[src/rtl/note_pkg.sv]
// Shared note-word definitions for the song sequencer and the note ROM.
package note_pkg;

    localparam int unsigned NOTE_W   = 7;
    localparam int unsigned PITCH_W  = 4;
    localparam int unsigned DUR_W    = 3;
    localparam int unsigned ADDR_W   = 8;

    localparam int unsigned PITCH_HI = 6;
    localparam int unsigned PITCH_LO = 3;
    localparam int unsigned DUR_HI   = 2;
    localparam int unsigned DUR_LO   = 0;

    // A zero duration code marks the end of the song.
    localparam logic [DUR_W-1:0] DUR_END = 3'd0;

    typedef struct packed {
        logic [PITCH_W-1:0] pitch;
        logic [DUR_W-1:0]   dur;
    } note_t;

    typedef enum logic [1:0] {
        ST_IDLE  = 2'd0,
        ST_FETCH = 2'd1,
        ST_PLAY  = 2'd2,
        ST_DONE  = 2'd3
    } seq_state_t;

    function automatic note_t note_unpack(input logic [NOTE_W-1:0] word);
        note_t n;
        n.pitch = word[PITCH_HI:PITCH_LO];
        n.dur   = word[DUR_HI:DUR_LO];
        return n;
    endfunction

endpackage

[src/rtl/note_sequencer_if.sv]
// Control, ROM read port and note-event bus between the sequencer and its consumers.
interface note_sequencer_if;
    import note_pkg::*;

    logic                start;
    logic                pause;
    logic [ADDR_W-1:0]   addr;
    logic [NOTE_W-1:0]   notes;
    logic                note_valid;
    logic [PITCH_W-1:0]  note_pitch;
    logic [DUR_W-1:0]    note_dur;
    logic                playing;
    logic                done;

    modport master (
        input  start, pause, notes,
        output addr, note_valid, note_pitch, note_dur, playing, done
    );

    modport slave (
        output start, pause, notes,
        input  addr, note_valid, note_pitch, note_dur, playing, done
    );

endinterface

[src/rtl/beat_timer.sv]
// Loadable down-counter with hold and zero flag; stops at zero rather than wrapping.
module beat_timer #(
    parameter int unsigned CNT_W = 27
) (
    input  logic             clk,
    input  logic             rst,
    input  logic             load,
    input  logic [CNT_W-1:0] load_val,
    input  logic             en,
    input  logic             hold,
    output logic             zero_c
);

    logic [CNT_W-1:0] cnt_q;

    always_ff @(posedge clk or posedge rst) begin
        if (rst) begin
            cnt_q <= '0;
        end else if (load) begin
            cnt_q <= load_val;
        end else if (en && !hold && (cnt_q != '0)) begin
            cnt_q <= cnt_q - CNT_W'(1);
        end
    end

    assign zero_c = (cnt_q == '0);

endmodule

[src/rtl/note_sequencer.sv]
// Song playback engine: walks the note ROM, emits one-cycle note events and
// holds each note for its duration, with pause and restart.
module note_sequencer
    import note_pkg::*;
#(
    parameter int unsigned TICK_CYCLES = 12_500_000,
    parameter int unsigned SONG_LEN    = 59,
    parameter int unsigned CNT_W       = 27
) (
    input  logic              clk,
    input  logic              rst,
    note_sequencer_if.master  bus
);

    localparam logic [ADDR_W-1:0] LAST_ADDR = ADDR_W'(SONG_LEN - 1);
    localparam logic [CNT_W-1:0]  TICK_CNT  = CNT_W'(TICK_CYCLES);

    seq_state_t          state_q, state_d;
    logic [ADDR_W-1:0]   addr_q, addr_d;
    logic                valid_q, valid_d;
    logic [PITCH_W-1:0]  pitch_q, pitch_d;
    logic [DUR_W-1:0]    dur_q, dur_d;
    logic                playing_q, done_q;
    // Set on expiry of the last note: one closing cycle stands in for the FETCH slot.
    logic                fin_q, fin_d;

    note_t               cur_c;
    logic                tmr_load_c;
    logic [CNT_W-1:0]    tmr_val_c;
    logic                tmr_zero_c;

    assign cur_c = note_unpack(bus.notes);

    beat_timer #(
        .CNT_W (CNT_W)
    ) u_beat_timer (
        .clk      (clk),
        .rst      (rst),
        .load     (tmr_load_c),
        .load_val (tmr_val_c),
        .en       (state_q == ST_PLAY),
        .hold     (bus.pause),
        .zero_c   (tmr_zero_c)
    );

    // State and registered outputs
    always_ff @(posedge clk or posedge rst) begin
        if (rst) begin
            state_q   <= ST_IDLE;
            addr_q    <= '0;
            valid_q   <= 1'b0;
            pitch_q   <= '0;
            dur_q     <= '0;
            playing_q <= 1'b0;
            done_q    <= 1'b0;
            fin_q     <= 1'b0;
        end else begin
            state_q   <= state_d;
            addr_q    <= addr_d;
            valid_q   <= valid_d;
            pitch_q   <= pitch_d;
            dur_q     <= dur_d;
            playing_q <= (state_d == ST_FETCH) || (state_d == ST_PLAY);
            done_q    <= (state_d == ST_DONE);
            fin_q     <= fin_d;
        end
    end

    // Next state; start overrides everything, including pause and expiry
    always_comb begin
        state_d    = state_q;
        addr_d     = addr_q;
        valid_d    = 1'b0;
        pitch_d    = pitch_q;
        dur_d      = dur_q;
        fin_d      = fin_q;
        tmr_load_c = 1'b0;
        tmr_val_c  = (CNT_W'(cur_c.dur) * TICK_CNT) - CNT_W'(2);

        if (bus.start) begin
            state_d = ST_FETCH;
            addr_d  = '0;
            fin_d   = 1'b0;
        end else begin
            case (state_q)
                ST_IDLE: begin
                end
                ST_FETCH: begin
                    if (cur_c.dur == DUR_END) begin
                        state_d = ST_DONE;
                    end else begin
                        pitch_d    = cur_c.pitch;
                        dur_d      = cur_c.dur;
                        valid_d    = 1'b1;
                        tmr_load_c = 1'b1;
                        state_d    = ST_PLAY;
                    end
                end
                ST_PLAY: begin
                    if (fin_q) begin
                        state_d = ST_DONE;
                        fin_d   = 1'b0;
                    end else if (!bus.pause && tmr_zero_c) begin
                        if (addr_q == LAST_ADDR) begin
                            fin_d = 1'b1;
                        end else begin
                            addr_d  = addr_q + ADDR_W'(1);
                            state_d = ST_FETCH;
                        end
                    end
                end
                ST_DONE: begin
                end
                default: state_d = ST_IDLE;
            endcase
        end
    end

    assign bus.addr       = addr_q;
    assign bus.note_valid = valid_q;
    assign bus.note_pitch = pitch_q;
    assign bus.note_dur   = dur_q;
    assign bus.playing    = playing_q;
    assign bus.done       = done_q;

endmodule

[src/flat_wrapper.sv]
// flat-port wrapper written by rule: the top's interface ports become plain ports
module note_sequencer_flat import note_pkg::*;
#(
    parameter int unsigned TICK_CYCLES = 12_500_000,
    parameter int unsigned SONG_LEN    = 59,
    parameter int unsigned CNT_W       = 27
)
  (clk, rst, bus_start, bus_pause, bus_notes, bus_addr, bus_note_valid, bus_note_pitch, bus_note_dur, bus_playing, bus_done);
  note_sequencer_if bus_i ();
  input  logic clk;
  input  logic rst;
  input wire logic [$bits(bus_i.start)-1:0] bus_start;
  input wire logic [$bits(bus_i.pause)-1:0] bus_pause;
  input wire logic [$bits(bus_i.notes)-1:0] bus_notes;
  output wire logic [$bits(bus_i.addr)-1:0] bus_addr;
  output wire logic [$bits(bus_i.note_valid)-1:0] bus_note_valid;
  output wire logic [$bits(bus_i.note_pitch)-1:0] bus_note_pitch;
  output wire logic [$bits(bus_i.note_dur)-1:0] bus_note_dur;
  output wire logic [$bits(bus_i.playing)-1:0] bus_playing;
  output wire logic [$bits(bus_i.done)-1:0] bus_done;
  assign bus_i.start = bus_start;
  assign bus_i.pause = bus_pause;
  assign bus_i.notes = bus_notes;
  assign bus_addr = bus_i.addr;
  assign bus_note_valid = bus_i.note_valid;
  assign bus_note_pitch = bus_i.note_pitch;
  assign bus_note_dur = bus_i.note_dur;
  assign bus_playing = bus_i.playing;
  assign bus_done = bus_i.done;
  note_sequencer #(.TICK_CYCLES(TICK_CYCLES), .SONG_LEN(SONG_LEN), .CNT_W(CNT_W)) u_core (.clk(clk), .rst(rst), .bus(bus_i));
endmodule
[config.mk]
export PLATFORM = sky130hd
export DESIGN_NAME = note_sequencer_flat
export DESIGN_NICKNAME = d
export VERILOG_FILES = /design/src/rtl/note_pkg.sv /design/src/rtl/note_sequencer_if.sv /design/src/rtl/beat_timer.sv /design/src/rtl/note_sequencer.sv /design/src/flat_wrapper.sv
export SDC_FILE = /design/constraint.sdc
export NUM_CORES = 1
export LEC_CHECK = 0
export CORE_MARGIN = 8
export CORE_UTILIZATION = 30
export DETAILED_ROUTE_END_ITERATION = 6
export SYNTH_ARGS = -nofsm -noshare
export SYNTH_HDL_FRONTEND = slang
export SYNTH_HIERARCHICAL = 1
export SYNTH_SLANG_ARGS = --single-unit
export TNS_END_PERCENT = 1
[constraint.sdc]
create_clock -name clk -period 3.9 [get_ports clk]
set_clock_uncertainty 0.2 [all_clocks]
set_input_delay 0.78 -clock clk [delete_from_list [all_inputs] [get_ports clk]]
set_output_delay 0.78 -clock clk [all_outputs]
set_load 0.02 [all_outputs]
==> results_dict.tcl <==
set metrics [dict create \
    dp_slack_ps -497 \
    numCtsBuffers 5 \
    ir_drop_v 0.000265 \
    initial_core_util 0.305 \
    drv_cap 0 \
    startpoint_type "input pin" \
    grt_max_degree 28 \
    end_kind "flip-flop" \
    area_delta_synth_final_pct 28.8 \
    yosysTopAreaCell "dfrtp_1" \
    root_buffer "clkbuf_16" \
    drtIter0Drc 173 \
    grt_usage 0.122 \
    ant_nets 0 \
    gp_congestion 0.855 \
    synth_flop_cell "dfrtp_1" \
    cts_tree "built" \
    cts_sinks 48 \
    grt_pass1_wl_microns 16400 \
    fin_ws_ps 93.4 \
    syn_area_sq_mm 0.00380 \
    synth.ff_latch_count 48 \
    io-pin-count 29 \
    ys_types 76 \
    core_sq_mm 0.0125 \
    fin_crit_ps 3810 \
    p_leak_nw 2.04 \
    fin_crit_sh 0.976 \
    synth_edf_count 0 \
    dieHeight_microns 129 \
    pwr_density_cell_mw_per_mm2 533 \
    n_antenna_cell 0 \
    post-route-drc-count 0 \
    port_buffers 28 \
    final_max_slew_viol_count 0 \
    avgRoutedWirePerCell_microns 14.6 \
    clk_path_buf_depth 2 \
    status "completed" \
    tightest_slew_ps 1080 \
    insertion_delay_ps 290 \
    num-fill-cells 1252 \
    cts_max_level 2 \
    finalWirelength_microns 9930 \
    crit_type "in2reg" \
    fmax_mhz 263 \
    required_ps 3920 \
    ys_warn_count 6 \
    die-width_microns 129 \
    dp_hpwl_microns 7560 \
    antenna_found_initial 0 \
    vias 3387 \
    layout-drive-gt1-share 0.207 \
    fin_tns_setup_ps 0 \
    fp-row-count 41 \
    gr-total-overflow 0 \
    avgSynthCellArea_sq_um 8.85 \
    grt_pass1_vias 3358 \
    hold_buffers 0 \
    ys_seq_area_frac 0.316 \
    max_slew_margin 0.279 \
    ys_async_sr_fraction 1.00 \
    worstPathArrival_ps 3830 \
    synth.area.top_cells "dfrtp_1, ha_1, nor2_1" \
    instances_no_fill 680 \
    drtPass1Iterations 4 \
    place_inst 669 \
    setup_viol 0 \
    dieArea_sq_mm 0.0165 \
    path_max_fanout 3 \
    hold_path.class "reg2reg" \
    nNetsFinal 544 \
    synthDominantCellAreaShare 0.316 \
    hold_viol 0 \
    clk_pin_slew_worst_paths_ps 70 \
    post_drt_via_cell_ratio 4.98 \
    synth_cells 429 \
]
critical path, stage by stage:
cell and delay (ps):
dlygate4sd2_1 250, fa_1 530, buf_6 120, ha_4 180, and3b_1 180, or3_4 430
xor2_4 170, nor4_4 330, nand3b_4 140, nor4b_4 290, xor2_1 180, mux2i_1 90
a31oi_1 140
cell families after synthesis:
logic type,Yosys count,share of synthesized area
mux,8,0.0234
simple gates,177,0.266
fa+ha+maj,26,0.0916
other cells,2,0.00198
xor+xnor,35,0.0827
buf+inv,44,0.0498
flops,48,0.316
compound gates,89,0.169
cells in the mapped netlist, drive strengths merged, types with 8 or more instances:
library cell and instances:
or3 10, clkbuf 10, a31oi 11, nor3 16
xor2 17, ha 23, nor2 44, xnor2 18
nand2 31, nand3 14, a21oi 14, o21ai 15
inv 26, nor4 8, nand4 13, dfrtp 48
sequential cells by signal (all words and copies together), names as in the netlist:
register and count:
u_core/bus.note_dur 3, u_core/state_q 2, u_core/bus.addr 8, u_core/bus.note_pitch 4
u_core/bus.done 1, u_core/u_beat_timer/cnt_q 27, u_core/fin_q 1, u_core/bus.playing 1
u_core/bus.note_valid 1
final cells by class:
cell class,instances,area [sq um],share of cell area
Tap cell,172,215,0.0440
Inverter,27,101,0.0207
Clock buffer,6,139,0.0284
Sequential cell,48,1200,0.246
Multi-Input combinational cell,340,2510,0.514
Clock inverter,2,15.0,0.00307
Timing Repair Buffer,85,706,0.144
report_power, final:
| part | internal [mW] | total [mW] | leakage, nW | switching, mW |
|---|---|---|---|---|
| clock | 0.255 | 0.451 | 0.0691 | 0.195 |
| sequential | 0.696 | 0.911 | 0.588 | 0.215 |
| combinational | 0.591 | 1.24 | 1.39 | 0.653 |
| total | 1.54 | 2.61 | 2.04 | 1.06 |
path summary, 6_finish.rpt:
| path | from | endpoint | cells after the start | slack, ps |
|---|---|---|---|---|
| hold reg to reg | u_core/bus.note_dur[0] | u_core/bus.note_dur[0] | 1 | 310 |
| setup / recovery | bus_notes[2] | u_core/u_beat_timer/cnt_q[26] | 13 | 90 |
| max in group asynchronous | rst | u_core/u_beat_timer/cnt_q[20] | 2 | 1930 |
| hold / removal | u_core/bus.note_dur[0] | u_core/bus.note_dur[0] | 1 | 310 |
| setup reg to reg | u_core/u_beat_timer/cnt_q[3] | u_core/bus.addr[5] | 10 | 580 |
| min in group asynchronous | rst | u_core/bus.addr[7] | 2 | 780 |
routing by layer:
metal | track usage | share of wire | vias to the layer above | routed length, microns
met2 | 0.203 | 0.49 | 47 | 4850
met3 | 0.0219 | 0.030 | 14 | 298
met4 | 0.0373 | 0.019 | 0 | 186
li1 | - | - | 1698 | -
met1 | 0.157 | 0.46 | 1628 | 4600
met5 | 0 | 0 | - | 0
stage by stage:
stage / area (sq um) / hold WS (ps) / total power [mW] / utilization
floorplan: 3810 / 329 / 1.69 / -
global placement: 4640 / 289 / 2.10 / 0.372
detailed placement: 4640 / 296 / 2.13 / 0.372
CTS: 4820 / 312 / 2.60 / 0.387
global route: 4890 / 342 / 2.81 / 0.392
finish: 4890 / 309 / 2.61 / 0.392
cells in the final DEF (no fill, tap or decap), types with 6 or more instances in the layout:
master and n:
nor3_1 13, xor2_1 16, clkdlybuf4s50_1 25, ha_1 21
nand4_1 12, xnor2_1 17, nor2_1 43, a31oi_1 11
inv_1 26, nand2_1 31, or3_1 8, nor2b_1 7
dfrtp_1 48, buf_4 56, mux2_2 7, nand2b_1 6
o21ai_0 13, a21oi_1 12, nand3_1 13
timing repair:
action / 4_1_cts / 5_1_grt
setup endpoints to repair: 5 / 4
pin swaps: 3 / 9
buffers inserted: 1 / 2
resized for setup: 8 / 12
Note: power is estimated with default switching activity, not from simulation.
